## config.mk

```make
export PLATFORM = sky130hd
export DESIGN_NAME = status_flag_unit
export DESIGN_NICKNAME = d
export VERILOG_FILES = /design/src/rtl/status_flag_unit_pkg.sv /design/src/rtl/status_flag_unit_flag_alu.sv /design/src/rtl/status_flag_unit.sv
export SDC_FILE = /design/constraint.sdc
export NUM_CORES = 1
export LEC_CHECK = 0
export BUFFER_PORTS_ARGS = -buffer_cell sky130_fd_sc_hd__buf_2
export CORE_MARGIN = 2
export CORE_UTILIZATION = 57
export DETAILED_ROUTE_END_ITERATION = 12
export PLACE_DENSITY_LB_ADDON = 0.1
export SYNTH_ARGS = -nofsm -noshare
export SYNTH_HDL_FRONTEND = slang
export SYNTH_HIERARCHICAL = 1
export SYNTH_SLANG_ARGS = --single-unit
```

## constraint.sdc

```tcl
create_clock -name clk -period 5.7 [get_ports clk]
set_input_delay 0.57 -clock clk [delete_from_list [all_inputs] [get_ports clk]]
set_output_delay 0.57 -clock clk [all_outputs]
set_load 0.005 [all_outputs]
```

## src/rtl/status_flag_unit_pkg.sv

```systemverilog
// Shared ALU opcodes and flag bit positions for the status flag unit.
package status_flag_unit_pkg;

    typedef enum logic [3:0] {
        CmdNop = 4'h0,
        CmdMov = 4'h1,
        CmdAdd = 4'h2,
        CmdAdc = 4'h3,
        CmdSub = 4'h4,
        CmdSbc = 4'h5,
        CmdAnd = 4'h6,
        CmdOrr = 4'h7,
        CmdEor = 4'h8,
        CmdMvn = 4'h9,
        CmdCmp = 4'hA,
        CmdTst = 4'hB
    } exe_cmd_e;

    localparam int unsigned FlagN = 3;
    localparam int unsigned FlagZ = 2;
    localparam int unsigned FlagC = 1;
    localparam int unsigned FlagV = 0;

    typedef logic [3:0] flags_t;

endpackage

```

## src/rtl/status_flag_unit_flag_alu.sv

```systemverilog
// Combinational ALU and next-flag generation; consumes current flags for ADC/SBC carry and V hold.
module flag_alu
    import status_flag_unit_pkg::*;
#(
    parameter int unsigned DataW = 32
) (
    input  logic [3:0]       cmd_i,
    input  logic [DataW-1:0] op_a_i,
    input  logic [DataW-1:0] op_b_i,
    input  logic             shift_carry_i,
    input  flags_t           flags_i,
    output logic [DataW-1:0] result_o,
    output flags_t           flags_o,
    output logic             decoded_o,
    output logic             test_op_o
);

    logic             is_arith;
    logic             is_sub;
    logic             carry_in;
    logic [DataW:0]   ext_sum;
    logic [DataW-1:0] res;

    always_comb begin
        is_arith  = 1'b0;
        is_sub    = 1'b0;
        carry_in  = 1'b0;
        decoded_o = 1'b1;
        test_op_o = 1'b0;
        res       = '0;
        ext_sum   = '0;
        flags_o   = flags_i;

        case (cmd_i)
            CmdMov: res = op_b_i;
            CmdMvn: res = ~op_b_i;
            CmdAnd: res = op_a_i & op_b_i;
            CmdOrr: res = op_a_i | op_b_i;
            CmdEor: res = op_a_i ^ op_b_i;
            CmdTst: begin
                res       = op_a_i & op_b_i;
                test_op_o = 1'b1;
            end
            CmdAdd: is_arith = 1'b1;
            CmdAdc: begin
                is_arith = 1'b1;
                carry_in = flags_i[FlagC];
            end
            CmdSub: begin
                is_arith = 1'b1;
                is_sub   = 1'b1;
                carry_in = 1'b1;
            end
            CmdCmp: begin
                is_arith  = 1'b1;
                is_sub    = 1'b1;
                carry_in  = 1'b1;
                test_op_o = 1'b1;
            end
            CmdSbc: begin
                is_arith = 1'b1;
                is_sub   = 1'b1;
                carry_in = flags_i[FlagC];
            end
            default: decoded_o = 1'b0;
        endcase

        // Subtract as a + ~b + cin so bit DataW is directly NOT borrow.
        if (is_arith) begin
            ext_sum = {1'b0, op_a_i} + {1'b0, (is_sub ? ~op_b_i : op_b_i)}
                    + {{DataW{1'b0}}, carry_in};
            res     = ext_sum[DataW-1:0];
        end

        if (decoded_o) begin
            flags_o[FlagN] = res[DataW-1];
            flags_o[FlagZ] = (res == '0);
            if (is_arith) begin
                flags_o[FlagC] = ext_sum[DataW];
                flags_o[FlagV] = (is_sub ? (op_a_i[DataW-1] != op_b_i[DataW-1])
                                         : (op_a_i[DataW-1] == op_b_i[DataW-1]))
                               && (res[DataW-1] != op_a_i[DataW-1]);
            end else begin
                flags_o[FlagC] = shift_carry_i;
            end
        end

        result_o = res;
    end

endmodule

```

## src/rtl/status_flag_unit.sv

```systemverilog
// CPSR-style flag register with exception save/restore and a saturating commit counter.
// Optional STATUS_FLAG_BYPASS_EN forwards about-to-commit flags combinationally to N/Z/C/V.
module status_flag_unit
    import status_flag_unit_pkg::*;
#(
    parameter int unsigned DATA_W = 32
) (
    input  logic              clk,
    input  logic              rst,
    input  logic              valid_in,
    input  logic              s_bit,
    input  logic              flush,
    input  logic [3:0]        exe_cmd,
    input  logic [DATA_W-1:0] op_a,
    input  logic [DATA_W-1:0] op_b,
    input  logic              shift_carry,
    output logic [DATA_W-1:0] alu_result,
    input  logic              exc_entry,
    input  logic              exc_return,
    output logic              N,
    output logic              Z,
    output logic              C,
    output logic              V,
    output logic [3:0]        spsr_flags,
    output logic [7:0]        upd_count
);

    localparam logic [7:0] CntMax = 8'hFF;

    flags_t     flags_q, flags_d;
    flags_t     spsr_q, spsr_d;
    logic [7:0] cnt_q, cnt_d;

    flags_t     alu_flags;
    logic       decoded;
    logic       test_op;
    logic       commit;
    logic       restore;
    flags_t     flags_out;

    flag_alu #(
        .DataW(DATA_W)
    ) u_flag_alu (
        .cmd_i        (exe_cmd),
        .op_a_i       (op_a),
        .op_b_i       (op_b),
        .shift_carry_i(shift_carry),
        .flags_i      (flags_q),
        .result_o     (alu_result),
        .flags_o      (alu_flags),
        .decoded_o    (decoded),
        .test_op_o    (test_op)
    );

    always_comb begin
        commit  = valid_in && !flush && decoded && (s_bit || test_op);
        // A simultaneous entry wins: the return is dropped entirely.
        restore = exc_return && !exc_entry;

        flags_d = flags_q;
        if (restore) begin
            flags_d = spsr_q;
        end else if (commit) begin
            flags_d = alu_flags;
        end

        spsr_d = exc_entry ? flags_q : spsr_q;

        cnt_d = cnt_q;
        if (commit && (cnt_q != CntMax)) begin
            cnt_d = cnt_q + 8'd1;
        end
    end

    always_ff @(posedge clk or posedge rst) begin
        if (rst) begin
            flags_q <= '0;
            spsr_q  <= '0;
            cnt_q   <= '0;
        end else begin
            flags_q <= flags_d;
            spsr_q  <= spsr_d;
            cnt_q   <= cnt_d;
        end
    end

    always_comb begin
`ifdef STATUS_FLAG_BYPASS_EN
        flags_out = rst ? '0 : flags_d;
`else
        flags_out = flags_q;
`endif
    end

    assign N          = flags_out[FlagN];
    assign Z          = flags_out[FlagZ];
    assign C          = flags_out[FlagC];
    assign V          = flags_out[FlagV];
    assign spsr_flags = spsr_q;
    assign upd_count  = cnt_q;

endmodule

```

==> impl_metrics.json, run 1 <==
{
  "ys_async_sr_fraction_pct": 100.0,
  "synth_seq_cells": 16,
  "cp-start-kind": "primary input",
  "regArea_um2": 400.4,
  "ant_nets": 0,
  "crit_arrival_ns": 4.79,
  "max_slew_margin_pct": 41.98,
  "wl_um": 17160,
  "overflow": 0,
  "grt_pass1_vias": 5641,
  "drc": 0,
  "drtIter0Drc": 395,
  "tns_ns": 0,
  "gp_congestion": 0.9323,
  "drv_slew": 0,
  "vias": 6275,
  "synthFlopType": "dfrtp_1",
  "synth_edf_count": 0,
  "rsz0062_at_grt": "false",
  "ir_drop_uv": 100.2,
  "synth.most_common_cell": "ha_1",
  "yosysWarnings": 6,
  "syn_area_per_cell_um2": 7.151,
  "detail_route.wl_per_cell_um": 16.88,
  "antenna_found_initial": 0,
  "dieArea_mm2": 0.01059,
  "cts_sinks": 16,
  "critical_path_peak_fanout": 20,
  "cts_buffers": 3,
  "cts_tree": "done",
  "dpl.hpwl_um": 13300,
  "die_w_um": 102.9,
  "grt_max_degree": 33,
  "power_uw": 1072,
  "fmax_mhz": 186.7,
  "hold_viol_final": 0,
  "maxCapViolCount": 0,
  "postCtsSetupBuffers": 0,
  "syn-cell-area_mm2": 0.005578,
  "nets": 1058,
  "ys_top_cells_by_area": "ha_1, dfrtp_1, xnor2_1",
  "clkLatencyLatePin_ns": 0.25,
  "worstSetupPathType": "primary input to output port",
  "initial_utilization_pct": 57.87,
  "synth.top_cell.area_share_pct": 21.53,
  "via_per_inst": 6.176,
  "n_antenna_cell": 0,
  "syn_nets": 954,
  "first_pass_iters": 5,
  "row_count": 36,
  "synth.distinct_cells": 78,
  "core_area_mm2": 0.009639,
  "finalCriticalPeriod_ns": 5.357,
  "power_density_mw_per_mm2": 168.8,
  "synthCells": 780,
  "p_leak_uw": 0.003096,
  "area_delta_synth_final_pct": 13.80,
  "finalSetupViolations": 0,
  "ys_seq_area_share_pct": 7.178,
  "synth_area_leader_cell": "ha_1",
  "skew_ns": 0.001923,
  "fill_cells": 918,
  "r2r_cells": 18,
  "holdCritPathClass": "primary input to async pin",
  "period_share_pct": 93.98,
  "status": "finished, final reports clean",
  "required_ns": 5.13,
  "cts_max_level": 1,
  "ioPinCount": 124,
  "clockRootBuffer": "clkbuf_8",
  "cp-end-kind": "output port",
  "drive_above_1_share_pct": 19.37,
  "clk_pin_slew_ns": 0.07,
  "worstMarginPinSlew_ns": 0.8654,
  "synth_common_cells": "ha_1, nand2_1, inv_1",
  "cts_buffer_depth": 2,
  "grt_pass1_wl_um": 26850,
  "fp.dieH_um": 102.9,
  "grt_usage_pct": 31.11,
  "utilization_pct": 65.85,
  "io_buffers": 123,
  "multiInputGateArea_mm2": 0.004727
}
[where the power goes]
| group | total, uW | switching [uW] | internal [uW] |
|---|---|---|---|
| sequential | 189 | 43.4 | 146 |
| clock | 102 | 40.5 | 61.3 |
| combinational | 780 | 443 | 338 |
[routing by layer]
layer,global-route usage [%],routed length [um],vias up
li1,-,-,3036
met1,42.76,7718,2955
met2,53.75,7957,260
met3,1.763,1173,24
met4,6.579,306,0
met5,0,0,-
[worst max-delay path, stage by stage]
cell	delay, ns
buf_2	0.20
nand2b_1	0.19
nor2_1	0.09
a21oi_4	0.13
buf_4	0.37
buf_4	0.34
xnor2_1	0.16
ha_1	0.32
a21oi_1	0.28
o21ai_0	0.15
a221oi_1	0.69
nor2_1	0.10
o31ai_1	0.33
a21oi_1	0.13
or3_1	0.37
nand3_1	0.20
buf_2	0.15
[through the flow]
stage                     cells  setup WS (ns)  instance area [um^2]  hold slack [ns]
after detailed placement   1012         0.1960                  6286           0.5215
after global routing       1016        0.05254                  6347           0.4289
final                      1016         0.3433                  6347           0.3699
after CTS                  1016         0.4592                  6341           0.3915
after floorplan             780         0.3866                  5578           0.4837
after global placement     1012         0.3127                  6286           0.5136
[what timing repair did]
item,CTS,global route
hold buffers,0,0
setup endpoints to repair,0,1
gates resized for setup,0,1
[layout by cell type, fill, tap and decap left out, drive strengths merged, types with 13 or more instances in the layout]
cell | netlist | routed
buf | 15 | 137
ha | 96 | 96
nand2 | 76 | 76
inv | 74 | 74
a21oi | 71 | 71
nor2 | 62 | 62
xnor2 | 43 | 43
o21ai | 36 | 36
o211ai | 18 | 18
dfrtp | 16 | 16
nand2b | 13 | 13
nand3 | 13 | 13
[cell families after synthesis]
logic type / Yosys count / synth area share [%]
simple gates: 245 / 22.01
compound gates: 244 / 29.12
buf+inv: 112 / 8.681
fa+ha+maj: 98 / 22.25
xor+xnor: 54 / 8.479
flops: 16 / 7.178
mux: 11 / 2.288
[cell type report]
type | instances | share of cell area (%)
Timing Repair Buffer | 137 | 11.35
Sequential cell | 16 | 6.308
Clock buffer | 4 | 0.8673
Inverter | 74 | 4.376
Multi-Input combinational cell | 652 | 74.47
Tap cell | 133 | 2.622
[flip-flops by register name, indices dropped and copies added (netlist names)]
register	count
flags_out	4
upd_count	8
spsr_flags	4
[path summary, 6_finish.rpt]
path	slack (ns)	startpoint	endpoint
setup reg to reg	0.84	flags_out[1]$_DFFE_PP0P_	flags_out[2]$_DFFE_PP0P_
hold reg to reg	0.52	upd_count[6]$_DFFE_PP0P_	upd_count[6]$_DFFE_PP0P_
setup / recovery	0.34	exe_cmd[2]	alu_result[31]
max in group asynchronous	4.95	rst	upd_count[5]$_DFFE_PP0P_
min in group clk	0.52	upd_count[6]$_DFFE_PP0P_	upd_count[6]$_DFFE_PP0P_
hold / removal	0.37	rst	flags_out[0]$_DFFE_PP0P_
Note: power is estimated with default switching activity, not from simulation.
==> inputs of run 2 (changes only) <==
--- a/config.mk
+++ b/config.mk
@@ -6,10 +6,11 @@
 export NUM_CORES = 1
 export LEC_CHECK = 0
 export BUFFER_PORTS_ARGS = -buffer_cell sky130_fd_sc_hd__buf_2
+export CORE_ASPECT_RATIO = 0.5
 export CORE_MARGIN = 2
 export CORE_UTILIZATION = 57
 export DETAILED_ROUTE_END_ITERATION = 12
-export PLACE_DENSITY_LB_ADDON = 0.1
+export PLACE_DENSITY = 0.85
 export SYNTH_ARGS = -nofsm -noshare
 export SYNTH_HDL_FRONTEND = slang
 export SYNTH_HIERARCHICAL = 1
==> run 2 against run 1 <==
  * Wire length fell by 2.3%
  * Cell count barely moved
  * Die area up 0.46%
  * Sequential cell count stayed put
  * Via count rose by 1.3%
  * First-iteration DRC count is 54% higher
  * Critical path type unchanged
  * Largest power group unchanged
==> impl_metrics.json, run 2 (same netlist as run 1, synthesis figures left out) <==
{
  "path_buf_inv": 2,
  "mostFrequentLayoutCell": "buf_2",
  "largest_reg_flops": 8,
  "via_per_inst": 6.248,
  "regArea_um2": 400.4,
  "dpl.hpwl_um": 12900,
  "initial_utilization_pct": 58.85,
  "period_share_pct": 93.75,
  "p_clk_share_pct": 13.7,
  "die_w_um": 143.9,
  "holdCritPathClass": "primary input to async pin",
  "postCtsSetupBuffers": 0,
  "cts_buffers": 3,
  "max_slew_margin_pct": 28.72,
  "grt_pass1_wl_um": 26970,
  "grt_usage_pct": 30.85,
  "tns_ns": 0,
  "overflow": 0,
  "core_area_mm2": 0.009478,
  "skew_ns": 0.002466,
  "cts_tree": "done",
  "cp_slowest_cell": "fa_1",
  "hold_viol_final": 0,
  "ant_nets": 0,
  "gp_congestion": 0.9964,
  "top_layer_used": "met4",
  "rsz0062_at_grt": "false",
  "ioPinCount": 124,
  "n_antenna_cell": 0,
  "p_int_uw": 588.5,
  "p_leak_uw": 0.003107,
  "cts_max_level": 1,
  "fin_ws_ns": 0.3565,
  "m1WireLength_um": 7553,
  "row_count": 25,
  "worstMarginPinSlew_ns": 1.066,
  "io_buffers": 123,
  "cp-end-kind": "output port",
  "pwr-share-seq_pct": 16.9,
  "cp.depth": 17,
  "grt_pass1_vias": 5595,
  "dieArea_mm2": 0.01064,
  "wl_met3_um": 1643,
  "cts_buffer_depth": 2,
  "wl_um": 16770,
  "drv_slew": 0,
  "required_ns": 5.13,
  "maxCapViolCount": 0,
  "fill_cells": 824,
  "wl_met2_um": 7390,
  "drive_above_1_share_pct": 19.27,
  "clkLatencyLatePin_ns": 0.25,
  "clk_pin_slew_ns": 0.05,
  "area_delta_synth_final_pct": 14.31,
  "nets": 1057,
  "fmax_mhz": 187.1,
  "drc": 0,
  "swShare_pct": 47.54,
  "cp_top_family": "compound AO/OA/AOI/OAI gates",
  "ir_drop_uv": 138.4,
  "crit_arrival_ns": 4.77,
  "vias": 6354,
  "path_cells": "buf_2 -> nand2b_1 -> nor2_1 -> a21oi_4 -> xnor2_1 -> fa_1 -> fa_1 -> nand2b_1 -> a211oi_1 -> o2111ai_1 -> and3_1 -> o21ai_0 -> a21oi_1 -> o21ai_0 -> xnor2_1 -> o211ai_1 -> buf_2",
  "final_cell_mix": "buf_2, ha_1, nand2_1, inv_1, a21oi_1",
  "cp-start-kind": "primary input",
  "clockRootBuffer": "clkbuf_16",
  "grt_max_degree": 33,
  "status": "finished, final reports clean",
  "power_density_mw_per_mm2": 175.9,
  "cts_sinks": 16,
  "antenna_found_initial": 0,
  "critical-path-max-stage-delay_ns": 0.46,
  "multiInputGateArea_mm2": 0.004727,
  "first_pass_iters": 5,
  "switching_power_uw": 533.4,
  "finalCriticalPeriod_ns": 5.343,
  "detail_route.wl_per_cell_um": 16.49,
  "dp_slack_ns": 0.04062,
  "worstSetupPathType": "primary input to output port",
  "r2r_cells": 18,
  "fp.dieH_um": 73.95,
  "critical_path_peak_fanout": 20,
  "finalSetupViolations": 0,
  "drtIter0Drc": 607,
  "comb_power_share_pct": 69.5
}
==> run 2: cell types whose count changed in the layout (fill, tap and decap cells not counted) <==
cell	change
buf_4	-1
a21boi_0	-1
clkbuf_16	+3
a21boi_1	+1
clkbuf_8	-3
==> run 2: stage by stage <==
step | instances | util [%] | hold slack (ns) | area [um^2] | total power, uW
floorplan | 780 | - | 0.4837 | 5578 | 691.0
global placement | 1013 | 66.27 | 0.5099 | 6281 | 919.7
detailed placement | 1013 | 66.27 | 0.5196 | 6281 | 943.6
CTS | 1017 | 67.21 | 0.4069 | 6370 | 1107
global route | 1017 | 67.27 | 0.4501 | 6376 | 1216
finish | 1017 | 67.27 | 0.3880 | 6376 | 1122
==> run 2: final timing paths <==
check / endpoint / slack [ns] / startpoint
hold / removal: upd_count[4]$_DFFE_PP0P_ / 0.39 / rst
setup reg to reg: flags_out[2]$_DFFE_PP0P_ / 0.77 / flags_out[1]$_DFFE_PP0P_
setup / recovery: alu_result[28] / 0.36 / exe_cmd[2]
min in group clk: upd_count[6]$_DFFE_PP0P_ / 0.53 / upd_count[6]$_DFFE_PP0P_
max in group asynchronous: flags_out[2]$_DFFE_PP0P_ / 4.91 / rst
hold reg to reg: upd_count[6]$_DFFE_PP0P_ / 0.53 / upd_count[6]$_DFFE_PP0P_
==> run 2: final cells by class <==
type                       count  share of cell area, %
tap                          135                  2.649
clock buffer                   4                  1.393
sequential                    16                  6.279
multi-input combinational    652                  74.14
inverter                      74                  4.356
timing repair buffer         136                  11.19
==> run 2: routing by layer <==
layer,up-vias,global-route usage [%]
li1,3035,-
met1,2957,44.70
met2,338,50.85
met3,24,3.863
met4,0,4.248
met5,-,0
==> run 2: power groups by stage <==
stage	sequential, uW	combinational (uW)	clock, uW
after floorplan	180	511	0
after CTS	188	765	154
after global routing	195	861	160
after detailed placement	189	755	0
final	189	779	153
after global placement	185	734	0
==> run 2: repair_timing <==
item / in CTS / in global routing
setup endpoints to repair: 0 / 1
hold endpoints to repair: 0 / 0
resized for setup: 0 / 2
hold buffers: 0 / 0
